**config.mk**
```make
export PLATFORM = sky130hd
export DESIGN_NAME = coherence_bus_ctrl
export DESIGN_NICKNAME = d
export VERILOG_FILES = /design/src/rtl/coherence_pkg.sv /design/src/rtl/rr_arbiter2.sv /design/src/rtl/coherence_bus_ctrl.sv
export SDC_FILE = /design/constraint.sdc
export NUM_CORES = 1
export LEC_CHECK = 0
export ABC_AREA = 1
export CAP_MARGIN = 20
export CORE_ASPECT_RATIO = 1.5
export CORE_MARGIN = 2
export CORE_UTILIZATION = 37
export DETAILED_ROUTE_END_ITERATION = 12
export PLACE_DENSITY = 0.82
export SYNTH_ARGS = -nofsm -noshare
export SYNTH_HDL_FRONTEND = slang
export SYNTH_HIERARCHICAL = 1
export SYNTH_SLANG_ARGS = --single-unit
export TNS_END_PERCENT = 10
```
**constraint.sdc**
```tcl
create_clock -name clock -period 1.3 [get_ports clock]
set_input_delay 0.325 -clock clock [delete_from_list [all_inputs] [get_ports clock]]
set_output_delay 0.325 -clock clock [all_outputs]
set_load 0.01 [all_outputs]
```
**src/rtl/coherence_pkg.sv**
```systemverilog
// Shared encodings for the two-cache MSI coherence system: bus ops, MSI line states and
// the bus controller's state codes. Pure types, no logic.
// Imported by the bus controller and by the cache-side state machines.
package coherence_pkg;

    // Snooping-bus transaction encodings (BUS_NONE means no request / idle bus)
    typedef enum logic [1:0] {
        BUS_NONE = 2'b00,
        BUS_RM   = 2'b01,
        BUS_WM   = 2'b10,
        BUS_INV  = 2'b11
    } bus_op_e;

    // MSI line states used by the cache controllers
    typedef enum logic [1:0] {
        MSI_I = 2'b00,
        MSI_S = 2'b01,
        MSI_M = 2'b10
    } msi_state_e;

    // Bus controller FSM states
    typedef enum logic [2:0] {
        ST_IDLE   = 3'd0,
        ST_BCAST  = 3'd1,
        ST_SNOOP  = 3'd2,
        ST_WB     = 3'd3,
        ST_MEM_RD = 3'd4,
        ST_DONE   = 3'd5
    } ctrl_state_e;

endpackage

```
**src/rtl/rr_arbiter2.sv**
```systemverilog
// Two-way round-robin picker: one-hot winner among eligible requests.
// Latency: combinational. Backpressure: none, the caller decides when the result is used.
// Ports: req (eligible requests), ptr (index preferred on a tie), win (one-hot winner or 0).
module rr_arbiter2 (
    input  logic [1:0] req,
    input  logic       ptr,
    output logic [1:0] win
);

    always_comb begin
        win = req;
        // Only a tie needs the pointer; a single request wins outright
        if (req == 2'b11) begin
            win = ptr ? 2'b10 : 2'b01;
        end
    end

endmodule

```
**src/rtl/coherence_bus_ctrl.sv**
```systemverilog
// Snooping-bus controller: arbitrates two cache controllers, broadcasts the granted op,
// collects the snoop write-back and sequences shared memory; a snooped M copy aborts the read.
// Latency from IDLE decision: INV 3, write-back path 4, memory path 3+MEM_LATENCY cycles.
// Backpressure: requesters hold req until their done pulse; one transaction in flight at a time.
// Ports: req/op0/op1/addr0/addr1 requester side; grant, bus_valid/op/addr/src broadcast;
//        snoop_wb/snoop_data snoop response; mem_* memory port; rsp_data/rsp_fwd/done completion.
module coherence_bus_ctrl
    import coherence_pkg::*;
#(
    parameter int ADDR_W      = 3,
    parameter int DATA_W      = 8,
    parameter int MEM_LATENCY = 2
) (
    input  logic              clock,
    input  logic              reset,
    input  logic [1:0]        req,
    input  logic [1:0]        op0,
    input  logic [1:0]        op1,
    input  logic [ADDR_W-1:0] addr0,
    input  logic [ADDR_W-1:0] addr1,
    output logic [1:0]        grant,
    output logic              bus_valid,
    output logic [1:0]        bus_op,
    output logic [ADDR_W-1:0] bus_addr,
    output logic              bus_src,
    input  logic [1:0]        snoop_wb,
    input  logic [DATA_W-1:0] snoop_data,
    output logic [ADDR_W-1:0] mem_addr,
    output logic              mem_wren,
    output logic [DATA_W-1:0] mem_wdata,
    input  logic [DATA_W-1:0] mem_rdata,
    output logic [DATA_W-1:0] rsp_data,
    output logic              rsp_fwd,
    output logic [1:0]        done
);

    localparam int CNT_W = (MEM_LATENCY > 1) ? $clog2(MEM_LATENCY) : 1;

    ctrl_state_e       state;
    logic [1:0]        op_q;
    logic [ADDR_W-1:0] addr_q;
    logic              src_q;
    logic              rr_ptr;
    logic [CNT_W-1:0]  lat_cnt;

    logic [1:0] eligible;
    logic [1:0] win;

    assign eligible[0] = req[0] && (op0 != BUS_NONE);
    assign eligible[1] = req[1] && (op1 != BUS_NONE);

    rr_arbiter2 u_arb (
        .req (eligible),
        .ptr (rr_ptr),
        .win (win)
    );

    always_ff @(posedge clock or posedge reset) begin
        if (reset) begin
            state     <= ST_IDLE;
            op_q      <= BUS_NONE;
            addr_q    <= '0;
            src_q     <= 1'b0;
            rr_ptr    <= 1'b0;
            lat_cnt   <= '0;
            grant     <= 2'b00;
            bus_valid <= 1'b0;
            bus_op    <= BUS_NONE;
            bus_addr  <= '0;
            bus_src   <= 1'b0;
            mem_addr  <= '0;
            mem_wren  <= 1'b0;
            mem_wdata <= '0;
            rsp_data  <= '0;
            rsp_fwd   <= 1'b0;
            done      <= 2'b00;
        end else begin
            // Strobes are single-cycle; bus_addr/bus_src deliberately hold their last value
            bus_valid <= 1'b0;
            bus_op    <= BUS_NONE;
            mem_wren  <= 1'b0;
            done      <= 2'b00;

            case (state)
                ST_IDLE: begin
                    if (eligible != 2'b00) begin
                        // Latch the winner's op/addr so later input changes cannot disturb it
                        src_q     <= win[1];
                        op_q      <= win[1] ? op1 : op0;
                        addr_q    <= win[1] ? addr1 : addr0;
                        grant     <= win;
                        bus_valid <= 1'b1;
                        bus_op    <= win[1] ? op1 : op0;
                        bus_addr  <= win[1] ? addr1 : addr0;
                        bus_src   <= win[1];
                        state     <= ST_BCAST;
                    end
                end

                ST_BCAST: begin
                    state <= ST_SNOOP;
                end

                ST_SNOOP: begin
                    if (op_q == BUS_INV) begin
                        done  <= src_q ? 2'b10 : 2'b01;
                        state <= ST_DONE;
                    end else if (snoop_wb[~src_q]) begin
                        // Only the other cache can own the line; the source's own bit is ignored.
                        // The responder presents its write-back data alongside snoop_wb.
                        mem_wren  <= 1'b1;
                        mem_addr  <= addr_q;
                        mem_wdata <= snoop_data;
                        rsp_data  <= snoop_data;
                        rsp_fwd   <= 1'b1;
                        state     <= ST_WB;
                    end else begin
                        mem_addr <= addr_q;
                        lat_cnt  <= CNT_W'(MEM_LATENCY - 1);
                        state    <= ST_MEM_RD;
                    end
                end

                ST_WB: begin
                    done  <= src_q ? 2'b10 : 2'b01;
                    state <= ST_DONE;
                end

                ST_MEM_RD: begin
                    if (lat_cnt == '0) begin
                        rsp_data <= mem_rdata;
                        rsp_fwd  <= 1'b0;
                        done     <= src_q ? 2'b10 : 2'b01;
                        state    <= ST_DONE;
                    end else begin
                        lat_cnt <= lat_cnt - CNT_W'(1);
                    end
                end

                ST_DONE: begin
                    grant  <= 2'b00;
                    rr_ptr <= ~src_q;
                    state  <= ST_IDLE;
                end

                default: begin
                    state <= ST_IDLE;
                end
            endcase
        end
    end

endmodule

```
==> results.json <==
{
  "synth_area_leaders": "dfrtp_1 (55%), nand2_1 (20%), nand3_1 (6.4%), mux2i_1 (2.8%), inv_1 (2.5%)",
  "path_buf_inv": 2,
  "cp.arrival_ns": 1.55,
  "cts_buffers": 5,
  "ys.flop_type": "dfrtp_1",
  "grt_pass1_wl_um": 7260,
  "drt_first_pass_iters": 4,
  "synth_area_mm2": 0.00179,
  "grt_setup_unrepaired": "yes",
  "violations": "setup timing",
  "yosysMostFrequentCell": "nand2_1",
  "final-max-slew-violation-count": 0,
  "synth-xor-area-share_pct": 0,
  "insertion_delay_ns": 0.29,
  "preCtsSetupSlack_ns": -0.592,
  "syn_inst": 214,
  "crit_chain": "buf_6 > nand2_4 > nor2_4 > nand2_2 > nand2_4 > buf_12 > nand3_1 > nand2_1",
  "max-vdd-ir-drop_mv": 1.08,
  "yosys_warnings": 6,
  "fin_crit_sh_pct": 102,
  "synth-simple-area-share_pct": 32.7,
  "muxShareOfSynthArea_pct": 2.80,
  "cp_common_cell": "nand2_4",
  "synth-compound-area-share_pct": 3.78,
  "first_iter_violations": 83,
  "relSlewSlack_pct": 84.4,
  "setup-tns-final_ns": -0.0491,
  "place.gp.congestion": 0.852,
  "yosysSeqAreaShare_pct": 54.7,
  "cts_max_level": 2,
  "grt.total_usage_pct": 18.2,
  "p_per_area_mw_per_mm2": 2040,
  "die_area_mm2": 0.00541,
  "ant_nets": 0,
  "setup_slack_ns": -0.0231,
  "syn_area_per_cell_um2": 8.34,
  "status": "complete, but fails checks",
  "hold_viol_final": 0,
  "overflow": 0,
  "final.min_clock_period_ns": 1.32,
  "final_cells": 373,
  "crit_required_ns": 1.52,
  "wirelength_um": 4590,
  "synth_common_cells": "nand2_1 (97), dfrtp_1 (39), nand3_1 (23)",
  "wl_per_cell_um": 12.3,
  "first_global_vias": 1727,
  "fmax_mhz": 756,
  "vias_per_cell": 4.70,
  "clk_root_buffer_cell": "clkbuf_8",
  "leakage_nw": 1.55,
  "r2r_cells": 8,
  "r2r_slack_ns": -0.02,
  "yosysTopAreaCell": "dfrtp_1",
  "path_max_fanout": 7,
  "tightest_slew_ns": 0.234,
  "synth_top_family_by_area": "simple AND/OR/NAND/NOR gates",
  "dp_hpwl_um": 3280,
  "drv_cap": 0,
  "grt_max_degree": 40,
  "grt_antenna_before_repair": 0,
  "area_growth_pct": 61.5,
  "route.detailed.drc": 0,
  "fin_skew_ns": 0.00955,
  "critical-path-slowest-cell": "dfrtp_1",
  "synthAdderAreaFrac_pct": 0,
  "synthesis.nets": 246,
  "drive_gt1_share_pct": 22.8,
  "chipHeight_um": 89.1,
  "clk_path_buf_depth": 2,
  "core_area_mm2": 0.00473,
  "cp-end-kind": "flip-flop",
  "vias": 1753,
  "p_total_w": 0.00589,
  "hold_class": "in -> async",
  "crit_family": "simple AND/OR/NAND/NOR gates",
  "start_util_pct": 37.7,
  "synth.distinct_cells": 20,
  "cp.depth": 8,
  "ios": 64,
  "critical_path.max_stage_delay_ns": 0.40,
  "crit_type": "reg -> reg",
  "clk_pin_slew_worst_paths_ns": 0.07,
  "synth_top_area_share_pct": 54.7,
  "diodes": 0,
  "setup_viol": 7,
  "synthArstFlopShare_pct": 100,
  "layout.nets": 339,
  "portBuffers": 63,
  "r2r_end": "rsp_data[4]$_DFFE_PP0P_",
  "start_kind": "flip-flop",
  "final_util_pct": 60.9,
  "synth-seq-cells": 39,
  "place_inst": 360,
  "cts_tree": "built",
  "rows": 31,
  "cts.sinks": 39,
  "synth_edf_count": 0,
  "r2r-start": "state[1]$_DFFE_PP0P_",
  "die_w_um": 60.7
}
==> through the flow <==
step / instance area [um2] / hold WS [ns]
after detailed placement: 2670 / 0.458
after floorplan: 1790 / 0.442
final: 2880 / 0.400
after global routing: 2880 / 0.423
after global placement: 2670 / 0.452
after CTS: 2770 / 0.416
==> layer usage <==
layer  up-vias  track usage [%]  part of all wire [%]
met4         0             9.29                   2.7
met1       810             17.8                    35
met5         -                0                     0
li1        861                -                     -
met3        12             3.18                   5.4
met2        70             34.9                    57
==> placed cells by master, fill, tap and decap left out, types with 3 or more instances in the layout <==
cell,synthesis,layout
dlygate4sd2_1,0,19
clkdlybuf4s15_1,0,18
inv_1,12,10
clkbuf_8,0,6
buf_12,0,4
nor2_1,7,5
inv_2,3,4
nand3_2,1,3
o21ai_0,8,4
nand2_4,1,5
clkdlybuf4s50_1,0,25
nand3_1,23,21
nand2_2,4,10
dfrtp_1,39,39
o21ai_1,1,3
nor2_2,2,3
mux2i_1,5,3
nand2_1,97,86
buf_4,1,22
==> layout make-up <==
type / instances / area [um2]
Clock buffer: 6 / 82.6
Timing Repair Buffer: 91 / 870
Tap cell: 66 / 82.6
Sequential cell: 39 / 976
Inverter: 16 / 70.1
Clock inverter: 1 / 5.00
Fill cell: 424 / 1850
Multi-Input combinational cell: 154 / 798
==> state kept, by name (all words and copies together), names as in the netlist, 2 cells and up <==
name	count
bus_op	2
done	2
addr_q	3
rsp_data	8
op_q	2
mem_wdata	8
grant	2
state	3
mem_addr	3
==> tightest hold or removal path, delay by kind of cell <==
kind                   cells  cell delay (ns)
buffers and inverters      3             0.74
==> logic make-up (layout without fill, tap and decap cells) <==
family	count (synthesis)	after routing
AOI/OAI and AO/OA	13	13
and+or+nand+nor	136	136
muxes	5	5
DFF	39	39
buffers and inverters	21	114
==> repair_timing <==
action | CTS | global route
resized for setup | 50 | 42
endpoints found under the setup margin | 55 | 49
pin swaps | 4 | 8
hold buffers | 0 | 0
hold endpoints to repair | 0 | 0
buffers inserted | 4 | 2
==> worst max-delay path by stage <==
stage / start / endpoint
floorplan: op0[0] / op_q[0]$_DFFE_PP0P_
global placement: op0[0] / op_q[1]$_DFFE_PP0P_
detailed placement: op0[0] / op_q[1]$_DFFE_PP0P_
CTS: state[2]$_DFFE_PP0P_ / mem_wdata[7]$_DFFE_PP0P_
global route: state[1]$_DFFE_PP0P_ / mem_wdata[7]$_DFFE_PP0P_
finish: state[1]$_DFFE_PP0P_ / rsp_data[4]$_DFFE_PP0P_
==> power breakdown <==
group | total [W] | leakage [nW] | internal, W | switching (W)
Clock | 0.000815 | 0.0470 | 0.000416 | 0.000399
Combinational | 0.00304 | 1.00 | 0.00146 | 0.00158
Sequential | 0.00204 | 0.499 | 0.00173 | 0.000302
Note: power is estimated with default switching activity, not from simulation.
